[src/rtl/snake_body_if.sv]
// Snake body controller bundle: direction/target/query inputs and status outputs.
// The game side drives through "master"; the body controller sits on "slave".
interface snake_body_if;
  logic [1:0] NAV_STATE;
  logic       GAME_EN;
  logic [7:0] TARGET_X;
  logic [6:0] TARGET_Y;
  logic [7:0] ADDRH;
  logic [6:0] ADDRV;
  logic       SNAKE_PIX;
  logic [7:0] HEAD_X;
  logic [6:0] HEAD_Y;
  logic [5:0] LENGTH;
  logic       MOVE_TICK;
  logic       TARGET_HIT;
  logic       SELF_HIT;

  modport master (
    output NAV_STATE, GAME_EN, TARGET_X, TARGET_Y, ADDRH, ADDRV,
    input  SNAKE_PIX, HEAD_X, HEAD_Y, LENGTH, MOVE_TICK, TARGET_HIT, SELF_HIT
  );

  modport slave (
    input  NAV_STATE, GAME_EN, TARGET_X, TARGET_Y, ADDRH, ADDRV,
    output SNAKE_PIX, HEAD_X, HEAD_Y, LENGTH, MOVE_TICK, TARGET_HIT, SELF_HIT
  );
endinterface

[src/rtl/snake_body_controller.sv]
// Snake body controller: steps the head once per game tick, shifts the body,
// grows on target capture, detects self-collision and answers pixel queries.
module snake_body_controller #(
  parameter int TICK_DIV = 5000000,
  parameter int MAX_LEN  = 32,
  parameter int INIT_LEN = 4,
  parameter int X_MAX    = 159,
  parameter int Y_MAX    = 119,
  parameter int INIT_X   = 80,
  parameter int INIT_Y   = 60
) (
  input  logic         CLK,
  input  logic         RESET,
  snake_body_if.slave  io_bus
);

  localparam int CNT_W = (TICK_DIV > 2) ? $clog2(TICK_DIV) : 1;
  localparam logic [CNT_W-1:0] CNT_MAX = CNT_W'(TICK_DIV - 1);

  typedef enum logic [1:0] {
    ST_IDLE = 2'd0,
    ST_RUN  = 2'd1,
    ST_DEAD = 2'd2
  } state_t;

  state_t                      r_state;
  state_t                      w_state_next;
  logic [CNT_W-1:0]            r_tick_cnt;
  logic [MAX_LEN-1:0][7:0]     r_seg_x;
  logic [MAX_LEN-1:0][6:0]     r_seg_y;
  logic [MAX_LEN-1:0][7:0]     w_init_x;
  logic [MAX_LEN-1:0][6:0]     w_init_y;
  logic [5:0]                  r_length;
  logic                        r_move_tick;
  logic                        r_target_hit;
  logic                        r_snake_pix;

  logic [7:0]                  w_new_x;
  logic [6:0]                  w_new_y;
  logic [MAX_LEN-1:0]          w_body_hit;
  logic [MAX_LEN-1:0]          w_pix_hit;
  logic                        w_self_hit;
  logic                        w_tgt_hit;
  logic                        w_move_edge;
  logic                        w_reload;

  // Restart body: a vertical column hanging below the head, unused slots zero.
  generate
    for (genvar gi = 0; gi < MAX_LEN; gi++) begin : g_init
      assign w_init_x[gi] = (gi < INIT_LEN) ? 8'(INIT_X)      : 8'd0;
      assign w_init_y[gi] = (gi < INIT_LEN) ? 7'(INIT_Y + gi) : 7'd0;
    end
  endgenerate

  // A move happens only on the terminal count while running and still enabled;
  // dropping GAME_EN always takes priority and reloads the start position.
  assign w_move_edge = (r_state == ST_RUN) && io_bus.GAME_EN && (r_tick_cnt == CNT_MAX);
  assign w_reload    = (r_state != ST_IDLE) && !io_bus.GAME_EN;

  // Candidate head cell with toroidal wrap on every border.
  always_comb begin
    w_new_x = r_seg_x[0];
    w_new_y = r_seg_y[0];
    case (io_bus.NAV_STATE)
      2'd0:    w_new_y = (r_seg_y[0] == 7'd0)          ? 7'(Y_MAX) : r_seg_y[0] - 7'd1;
      2'd1:    w_new_x = (r_seg_x[0] == 8'd0)          ? 8'(X_MAX) : r_seg_x[0] - 8'd1;
      2'd2:    w_new_x = (r_seg_x[0] == 8'(X_MAX))     ? 8'd0      : r_seg_x[0] + 8'd1;
      default: w_new_y = (r_seg_y[0] == 7'(Y_MAX))     ? 7'd0      : r_seg_y[0] + 7'd1;
    endcase
  end

  // Per-segment comparators. Collision skips the head and the current tail,
  // since the tail cell is vacated by the same move.
  generate
    for (genvar gi = 0; gi < MAX_LEN; gi++) begin : g_cmp
      if (gi == 0) begin : g_head
        assign w_body_hit[gi] = 1'b0;
      end else begin : g_body
        assign w_body_hit[gi] = ((6'(gi) + 6'd1) < r_length) &&
                                (r_seg_x[gi] == w_new_x) && (r_seg_y[gi] == w_new_y);
      end
      assign w_pix_hit[gi] = (6'(gi) < r_length) &&
                             (r_seg_x[gi] == io_bus.ADDRH) && (r_seg_y[gi] == io_bus.ADDRV);
    end
  endgenerate

  assign w_self_hit = |w_body_hit;
  assign w_tgt_hit  = (w_new_x == io_bus.TARGET_X) && (w_new_y == io_bus.TARGET_Y);

  // Game state register.
  always_ff @(posedge CLK or posedge RESET) begin
    if (RESET) r_state <= ST_IDLE;
    else       r_state <= w_state_next;
  end

  // Next-state selection.
  always_comb begin
    w_state_next = r_state;
    case (r_state)
      ST_IDLE: if (io_bus.GAME_EN) w_state_next = ST_RUN;
      ST_RUN: begin
        if (!io_bus.GAME_EN)                w_state_next = ST_IDLE;
        else if (w_move_edge && w_self_hit) w_state_next = ST_DEAD;
      end
      ST_DEAD: if (!io_bus.GAME_EN) w_state_next = ST_IDLE;
      default: w_state_next = ST_IDLE;
    endcase
  end

  // Tick counter, body shift/growth, status pulses and registered pixel lookup.
  always_ff @(posedge CLK or posedge RESET) begin
    if (RESET) begin
      r_tick_cnt   <= '0;
      r_seg_x      <= w_init_x;
      r_seg_y      <= w_init_y;
      r_length     <= 6'(INIT_LEN);
      r_move_tick  <= 1'b0;
      r_target_hit <= 1'b0;
      r_snake_pix  <= 1'b0;
    end else begin
      r_move_tick  <= 1'b0;
      r_target_hit <= 1'b0;
      r_snake_pix  <= |w_pix_hit;
      if (w_reload) begin
        r_tick_cnt <= '0;
        r_seg_x    <= w_init_x;
        r_seg_y    <= w_init_y;
        r_length   <= 6'(INIT_LEN);
      end else if (r_state == ST_RUN) begin
        if (w_move_edge) begin
          r_tick_cnt  <= '0;
          r_move_tick <= 1'b1;
          if (!w_self_hit) begin
            r_seg_x      <= {r_seg_x[MAX_LEN-2:0], w_new_x};
            r_seg_y      <= {r_seg_y[MAX_LEN-2:0], w_new_y};
            r_target_hit <= w_tgt_hit;
            if (w_tgt_hit && (r_length < 6'(MAX_LEN))) r_length <= r_length + 6'd1;
          end
        end else begin
          r_tick_cnt <= r_tick_cnt + 1'b1;
        end
      end
    end
  end

  assign io_bus.HEAD_X     = r_seg_x[0];
  assign io_bus.HEAD_Y     = r_seg_y[0];
  assign io_bus.LENGTH     = r_length;
  assign io_bus.MOVE_TICK  = r_move_tick;
  assign io_bus.TARGET_HIT = r_target_hit;
  assign io_bus.SELF_HIT   = (r_state == ST_DEAD);
  assign io_bus.SNAKE_PIX  = r_snake_pix;

endmodule

[src/flat_wrapper.sv]
// flat-port wrapper written by rule: the top's interface ports become plain ports
module snake_body_controller_flat 
#(
  parameter int TICK_DIV = 5000000,
  parameter int MAX_LEN  = 32,
  parameter int INIT_LEN = 4,
  parameter int X_MAX    = 159,
  parameter int Y_MAX    = 119,
  parameter int INIT_X   = 80,
  parameter int INIT_Y   = 60
)
  (CLK, RESET, io_bus_NAV_STATE, io_bus_GAME_EN, io_bus_TARGET_X, io_bus_TARGET_Y, io_bus_ADDRH, io_bus_ADDRV, io_bus_SNAKE_PIX, io_bus_HEAD_X, io_bus_HEAD_Y, io_bus_LENGTH, io_bus_MOVE_TICK, io_bus_TARGET_HIT, io_bus_SELF_HIT);
  snake_body_if io_bus_i ();
  input  logic CLK;
  input  logic RESET;
  input wire logic [$bits(io_bus_i.NAV_STATE)-1:0] io_bus_NAV_STATE;
  input wire logic [$bits(io_bus_i.GAME_EN)-1:0] io_bus_GAME_EN;
  input wire logic [$bits(io_bus_i.TARGET_X)-1:0] io_bus_TARGET_X;
  input wire logic [$bits(io_bus_i.TARGET_Y)-1:0] io_bus_TARGET_Y;
  input wire logic [$bits(io_bus_i.ADDRH)-1:0] io_bus_ADDRH;
  input wire logic [$bits(io_bus_i.ADDRV)-1:0] io_bus_ADDRV;
  output wire logic [$bits(io_bus_i.SNAKE_PIX)-1:0] io_bus_SNAKE_PIX;
  output wire logic [$bits(io_bus_i.HEAD_X)-1:0] io_bus_HEAD_X;
  output wire logic [$bits(io_bus_i.HEAD_Y)-1:0] io_bus_HEAD_Y;
  output wire logic [$bits(io_bus_i.LENGTH)-1:0] io_bus_LENGTH;
  output wire logic [$bits(io_bus_i.MOVE_TICK)-1:0] io_bus_MOVE_TICK;
  output wire logic [$bits(io_bus_i.TARGET_HIT)-1:0] io_bus_TARGET_HIT;
  output wire logic [$bits(io_bus_i.SELF_HIT)-1:0] io_bus_SELF_HIT;
  assign io_bus_i.NAV_STATE = io_bus_NAV_STATE;
  assign io_bus_i.GAME_EN = io_bus_GAME_EN;
  assign io_bus_i.TARGET_X = io_bus_TARGET_X;
  assign io_bus_i.TARGET_Y = io_bus_TARGET_Y;
  assign io_bus_i.ADDRH = io_bus_ADDRH;
  assign io_bus_i.ADDRV = io_bus_ADDRV;
  assign io_bus_SNAKE_PIX = io_bus_i.SNAKE_PIX;
  assign io_bus_HEAD_X = io_bus_i.HEAD_X;
  assign io_bus_HEAD_Y = io_bus_i.HEAD_Y;
  assign io_bus_LENGTH = io_bus_i.LENGTH;
  assign io_bus_MOVE_TICK = io_bus_i.MOVE_TICK;
  assign io_bus_TARGET_HIT = io_bus_i.TARGET_HIT;
  assign io_bus_SELF_HIT = io_bus_i.SELF_HIT;
  snake_body_controller #(.TICK_DIV(TICK_DIV), .MAX_LEN(MAX_LEN), .INIT_LEN(INIT_LEN), .X_MAX(X_MAX), .Y_MAX(Y_MAX), .INIT_X(INIT_X), .INIT_Y(INIT_Y)) u_core (.CLK(CLK), .RESET(RESET), .io_bus(io_bus_i));
endmodule
[config.mk]
export PLATFORM = sky130hd
export DESIGN_NAME = snake_body_controller_flat
export DESIGN_NICKNAME = d
export VERILOG_FILES = /design/src/rtl/snake_body_if.sv /design/src/rtl/snake_body_controller.sv /design/src/flat_wrapper.sv
export SDC_FILE = /design/constraint.sdc
export NUM_CORES = 2
export LEC_CHECK = 0
export ABC_AREA = 1
export ABC_CLOCK_PERIOD_IN_PS = 17360
export BUFFER_PORTS_ARGS = -buffer_cell sky130_fd_sc_hd__buf_2
export CORE_AREA = 2 2 369 225
export CTS_CLUSTER_SIZE = 10
export DETAILED_ROUTE_END_ITERATION = 12
export DIE_AREA = 0 0 371 227
export REMOVE_ABC_BUFFERS = 1
export SLEW_MARGIN = 20
export SYNTH_ARGS = -nofsm -noshare
export SYNTH_HDL_FRONTEND = slang
export SYNTH_SLANG_ARGS = --single-unit
[constraint.sdc]
create_clock -name CLK -period 17.36 [get_ports CLK]
set_input_delay 0.868 -clock CLK [delete_from_list [all_inputs] [get_ports CLK]]
set_output_delay 0.868 -clock CLK [all_outputs]
set_load 0.02 [all_outputs]
# Yosys cells after proc, flatten, opt, wreduce, memory -nomap -nowiden
# Index checks and enable logic that the tools add are counted.
[word_totals]
mem_bits_ro = 0
latch_bits = 0
register_bits = 514
elab_cells = 430
n_memories = 0
output_inout_bits = 25
mem_bits_rw = 0
[classes]
n_bitwise = 0
mux = 34
addsub = 6
mul = 0
shifts = 0
n_eq_ne = 139
order_cmp = 34
reduce_logical = 147
n_div = 0
[op_table]
columns = ["cell", "count"]
rows = [
  ["$mux W256", 4],
  ["$mux W224", 4],
  ["$eq A8 B8 Y1", 64],
  ["$eq A7 B7 Y1", 64],
  ["$logic_and A1 B1 Y1", 132],
  ["$lt A5 B6 Y1 const A", 16],
  ["$mux W23", 3],
  ["$lt A4 B6 Y1 const A", 8],
  ["$reduce_or A32 Y1", 1],
  ["$reduce_or A31 Y1", 1],
  ["$mux W6", 5],
  ["$lt A3 B6 Y1 const A", 4],
  ["$add A23 B1 Y23 const B", 1],
  ["$eq A23 B23 Y1 const B", 1],
  ["$mux W8", 2],
  ["$pmux W8 S2", 1],
  ["$mux W7", 2],
  ["$pmux W7 S2", 1],
  ["$lt A1 B6 Y1 const A", 2],
  ["$lt A2 B6 Y1 const A", 2],
  ["$add A8 B1 Y8 const B", 1],
  ["$eq A8 B8 Y1 const B", 1],
  ["$logic_not A8 Y1", 1],
  ["$mux W2", 4],
  ["other kinds (20)", 35],
]

# Longest topological paths before layout
[logic_depth]
ltp_word = 11
mapped_depth = 32
ltp_nobuf = 27

# Worst setup path after synthesis
# No wires, ideal clock.
[synth_path]
kind = "input-to-reg"
start = "in io_bus_NAV_STATE[0]"
end = "reg u_core.r_seg_x (netlist bit u_core.io_bus.HEAD_X[1])"
setup_slack_ns = 13.635
setup_ns = 0.130
stages = 26
n_path_buf = 6
arrival_ns = 3.595
cell_sequence = "inv_1 ha_1 buf_2 inv_1 buf_2 nand2_1 a21boi_2 buf_2 nand2_1 o21ai_0 nor2_1 nand3_1 nor2_1 nand3_1 nand2_1 nor2_1 nand2_1 nor2_2 nand4_2 nand2_4 nand2_4 buf_6 buf_6 buf_4 nand2_1 o21ai_1"
[synth_via]
elab_chain_len = 8
elab_cells_between_ends = 137
[synth_lines]
columns = ["item", "line", "source"]
rows = [
  ["from (decl)", "flat_wrapper.sv:16", "input wire logic [$bits(io_bus_i.NAV_STATE)-1:0] io_bus_NAV_STATE;"],
  ["$eq A2 B1 Y1 / $eq A2 B2 Y1 (equally long branches)", "snake_body_controller.sv:64", "case (io_bus.NAV_STATE)"],
  ["$reduce_or A2 Y1 (no line) / $pmux W8 S2 (equally long branches)", "-", ""],
  ["$pmux W7 S2 / $eq A8 B8 Y1 (equally long branches)", "snake_body_controller.sv:64, snake_body_controller.sv:80", ""],
  ["$eq A7 B7 Y1 / $logic_and A1 B1 Y1 (equally long branches)", "snake_body_controller.sv:80, snake_body_controller.sv:79", ""],
  ["$logic_and A1 B1 Y1", "snake_body_controller.sv:80", "(r_seg_x[gi] == w_new_x) && (r_seg_y[gi] == w_new_y);"],
  ["$reduce_or A31 Y1", "snake_body_controller.sv:87", "assign w_self_hit = |w_body_hit;"],
  ["$ne A2 B2 Y1 (no line)", "-", ""],
  ["$reduce_and A3 Y1 (no line)", "-", ""],
  ["to (signal assigned)", "snake_body_controller.sv:114", "r_seg_x <= w_init_x;"],
  ["to (signal assigned)", "snake_body_controller.sv:126", "r_seg_x <= w_init_x;"],
  ["to (signal assigned)", "snake_body_controller.sv:134", "r_seg_x <= {r_seg_x[MAX_LEN-2:0], w_new_x};"],
  ["to (decl)", "snake_body_controller.sv:29", "logic [MAX_LEN-1:0][7:0] r_seg_x;"],
]
# Parallel ways exist; a longest one is shown, timed or not. The select of a mux whose other input is x is not followed.
# A chain may end at the register's enable or synchronous reset.

# Worst setup path after layout
[layout_path]
start = "reg u_core.r_seg_y (netlist bit u_core.io_bus.HEAD_Y[0])"
end = "reg u_core.r_seg_y[135] in the netlist's numbering"
[layout_via]
elab_chain_len = 8
elab_cells_between_ends = 72
[layout_lines]
columns = ["item", "line", "source"]
rows = [
  ["from (decl)", "snake_body_controller.sv:30", "logic [MAX_LEN-1:0][6:0] r_seg_y;"],
  ["from (signal assigned)", "snake_body_controller.sv:115", "r_seg_y <= w_init_y;"],
  ["from (signal assigned)", "snake_body_controller.sv:127", "r_seg_y <= w_init_y;"],
  ["from (signal assigned)", "snake_body_controller.sv:135", "r_seg_y <= {r_seg_y[MAX_LEN-2:0], w_new_y};"],
  ["$add A7 B1 Y7, or another cell as far along", "snake_body_controller.sv:68", "default: w_new_y = (r_seg_y[0] == 7'(Y_MAX)) ? 7'd0 : r_seg_y[0] + 7'd1;"],
  ["$mux W7 (on tied branches)", "snake_body_controller.sv:68, snake_body_controller.sv:65", ""],
  ["$pmux W7 S2 (*)", "snake_body_controller.sv:64", ""],
  ["$eq A7 B7 Y1", "snake_body_controller.sv:80", ""],
  ["$logic_and A1 B1 Y1", "snake_body_controller.sv:80", ""],
  ["$reduce_or A31 Y1 (*)", "snake_body_controller.sv:87", ""],
  ["$ne A2 B2 Y1 (no line) (*)", "-", ""],
  ["$reduce_and A3 Y1 (no line) (*)", "-", ""],
]
# Mark *: on every way between the ends. The rest lies on a longest branch, timed or not.

==> flow_metrics.env <==
export IMPL_status="finished, final reports clean"
export IMPL_power_switching_mw=1.47
export IMPL_core_sq_um=80800
export IMPL_root_buffer="clkbuf_16"
export IMPL_gp_congestion=1.04
export IMPL_post_dp_hpwl_mm=106
export IMPL_critPathLaunchType="register"
export IMPL_synth_edf_count=0
export IMPL_max_cap_viol_count=0
export IMPL_synth_ff_type="dfrtp_1"
export IMPL_mostFrequentLayoutCells="1,713 x nand2_1, 485 x dfrtp_1, 460 x o21ai_1"
export IMPL_p_sw_share_pct=39.6
export IMPL_max_slew_margin_pct=19.9
export IMPL_fillers=8107
export IMPL_cts_tree="done"
export IMPL_crit_top_cell="nand2_1"
export IMPL_first_iter_violations=5863
export IMPL_dr_pass1_iters=6
export IMPL_path_clk_slew_ns=0.07
export IMPL_grt_usage_pct=37.9
export IMPL_reg2reg_slack_ns=9.23
export IMPL_syn_area_sq_um=36000
export IMPL_yosys_warnings=0
export IMPL_worst_skew_pair_late_latency_ns=0.68
export IMPL_layout_drive_gt1_share_pct=6.35
export IMPL_synthToLayoutAreaGrowth_pct=6.21
export IMPL_wire_per_inst_microns=26.7
export IMPL_setup_violations=0
export IMPL_cts_buffers=59
export IMPL_reg2regPathDepth=26
export IMPL_start_util_pct=44.6
export IMPL_cts_sinks=514
export IMPL_max_freq_mhz=123
export IMPL_max_stage_delay_ns=0.96
export IMPL_yosysSeqAreaShare_pct=35.8
export IMPL_cp_end_kind="register"
export IMPL_arrival_ns=8.73
export IMPL_synth_top_cell_by_area="dfrtp_1"
export IMPL_r2r_end="u_core.r_seg_y[135]$_DFFE_PP0P_"
export IMPL_die_y_microns=227
export IMPL_fin_tns_setup_ns=0
export IMPL_h_tree_depth=2
export IMPL_io_pins=60
export IMPL_async_flop_share_pct=100
export IMPL_synth_distinct_cells=62
export IMPL_p_comb_share_pct=29.3
export IMPL_drc=0
export IMPL_antenna_found_initial=6
export IMPL_worstPathRequired_ns=17.96
export IMPL_die_w_microns=371
export IMPL_wl_mm=162
export IMPL_post_cts_resized=0
export IMPL_yosys_top_cells_area="dfrtp_1 34%, nand2_1 18%, xor2_1 7.0%"
export IMPL_endpoint="u_core.r_seg_y[135]$_DFFE_PP0P_"
export IMPL_syn_area_per_cell_sq_um=7.08
export IMPL_max_vdd_ir_drop_mv=0.0959
export IMPL_setup_slack_ns=9.23
export IMPL_hold_viol_final=0
export IMPL_holdWs_ns=0.298
export IMPL_p_int_mw=2.23
export IMPL_cts_buffer_depth=3
export IMPL_vias=36200
export IMPL_p_per_area_nw_per_um2=96.7
export IMPL_grt_max_degree=217
export IMPL_rsz0062_at_grt="false"
export IMPL_synth_top_area_share_pct=33.7
export IMPL_worst_setup_path_type="reg -> reg"
export IMPL_power_mw=3.70
export IMPL_drtAntennaViolNets=0
export IMPL_worst_pin_slew_ns=1.20
export IMPL_grt_pass1_vias=32000
export IMPL_period_share_pct=46.8
export IMPL_syn_inst=5084
export IMPL_layout_commonest_cell="nand2_1"
export IMPL_critPathSlowestCell="buf_4"
export IMPL_io_buffers=59
export IMPL_synth_seq_cells=514
export IMPL_p_clk_share_pct=32.8
export IMPL_seqPwrFrac_pct=37.9
export IMPL_slew_violations=0
export IMPL_worstReg2RegStart="u_core.io_bus.HEAD_Y[0]$_DFFE_PP0P_"
export IMPL_grt_overflow_total=0
export IMPL_vias_per_cell=5.97
export IMPL_clock_skew_ns=0.0433
export IMPL_p_leak_nw=16.4
export IMPL_ctsHoldBuffers=0
export IMPL_nets=4992
export IMPL_grt_pass1_wl_mm=232
export IMPL_path_max_fanout=152
export IMPL_die_area_sq_um=84200
export IMPL_num_rows=81
export IMPL_fin_crit_ns=8.13
export IMPL_crit_start="u_core.io_bus.HEAD_Y[0]$_DFFE_PP0P_"
export IMPL_post_cts_buffers=0
export IMPL_hold_path_class="in -> async"
export IMPL_post_place_ws_ns=9.36
==> cells in the mapped netlist, types with 25 or more instances <==
| cell type | number |
|---|---|
| nand2_1 | 1718 |
| dfrtp_1 | 485 |
| o21ai_1 | 462 |
| nor2_1 | 320 |
| inv_1 | 297 |
| xor2_1 | 289 |
| xnor2_1 | 287 |
| nand3_1 | 232 |
| clkbuf_1 | 152 |
| o21ai_0 | 109 |
| nand4_1 | 105 |
| buf_4 | 71 |
| nand3b_1 | 66 |
| buf_2 | 55 |
| nor4_1 | 55 |
| a21oi_1 | 52 |
| o22ai_1 | 39 |
| nor3_1 | 32 |
| dfstp_2 | 29 |
| buf_1 | 25 |
| buf_6 | 25 |
==> layout make-up <==
cell class / count / area [sq um] / area share [%]
Clock buffer: 92 / 1640 / 4.29
Multi-Input combinational cell: 3930 / 20300 / 53.0
Inverter: 312 / 1180 / 3.08
Sequential cell: 514 / 12900 / 33.7
Timing Repair Buffer: 128 / 826 / 2.16
Clock inverter: 4 / 85.1 / 0.222
Tap cell: 1079 / 1350 / 3.53
Antenna cell: 5 / 12.5 / 0.0327
==> power by group through the flow <==
stage / Sequential (mW) / Clock, mW / Combinational, mW
2_1_floorplan: 1.37 / 0 / 0.620
3_3_place_gp: 1.41 / 0 / 1.02
3_5_place_dp: 1.41 / 0 / 1.03
4_1_cts: 1.39 / 1.22 / 1.03
5_1_grt: 1.40 / 1.27 / 1.14
6_report: 1.40 / 1.21 / 1.08
==> registers in the layout, summed over array words and instances, names as in the netlist <==
register,cells
u_core.io_bus.HEAD_X,8
u_core.r_seg_y,217
u_core.r_seg_x,248
u_core.io_bus.LENGTH,6
u_core.io_bus.SNAKE_PIX,1
u_core.r_state,2
u_core.r_tick_cnt,23
u_core.io_bus.MOVE_TICK,1
u_core.io_bus.HEAD_Y,7
u_core.io_bus.TARGET_HIT,1
==> metal layers <==
layer | wire length, microns | part of all wire (%) | up-vias | track usage [%]
met4 | 5900 | 3.6 | 2 | 12.7
met1 | 67300 | 42 | 17200 | 54.4
met5 | 10 | 0.0062 | - | 0
li1 | - | - | 16000 | -
met3 | 26400 | 16 | 407 | 16.5
met2 | 62000 | 38 | 2536 | 50.0
==> worst min-delay path by stage <==
stage	start	slack (ns)	cells past startpoint	to
after floorplan	u_core.r_seg_x[122]$_DFFE_PP0P_	0.48	2	u_core.r_seg_x[122]$_DFFE_PP0P_
after global placement	u_core.r_seg_y[214]$_DFFE_PP0P_	0.51	2	u_core.r_seg_y[214]$_DFFE_PP0P_
final	RESET	0.30	2	u_core.r_seg_y[212]$_DFFE_PP0P_
after global routing	RESET	0.34	2	u_core.r_seg_y[212]$_DFFE_PP0P_
after detailed placement	u_core.r_tick_cnt[0]$_DFFE_PP0P_	0.52	1	u_core.r_tick_cnt[0]$_DFFE_PP0P_
after CTS	RESET	0.32	2	u_core.r_seg_y[212]$_DFFE_PP0P_
==> stage by stage <==
step | util (%) | std cells | instance area [sq um]
after global routing | 47.3 | 6059 | 38200
after global placement | 45.2 | 5963 | 36500
final | 47.4 | 6064 | 38300
after CTS | 47.3 | 6059 | 38200
after floorplan | - | 4756 | 34300
after detailed placement | 45.2 | 5963 | 36500
==> cell families (layout without fill, tap and decap cells) <==
kind of cell               after synthesis  count (layout)  share of synthesized area, %
AOI/OAI and AO/OA                      720             720                          10.7
xor gates and xnor gates               576             576                          14.0
adders and majority gates               12              12                         0.417
buffers and inverters                  640             536                          8.12
DFF                                    514             514                          35.8
other                                    0               5                             0
and+or+nand+nor                       2622            2622                          30.9
==> critical path: cells and delay by family (launching register included) <==
kind | cells | cell delay (ns)
simple gates | 16 | 3.02
flops | 1 | 0.71
compound gates | 3 | 0.51
fa+ha+maj | 1 | 0.29
buf+inv | 6 | 3.35
Power figures use the tool's default switching activity.
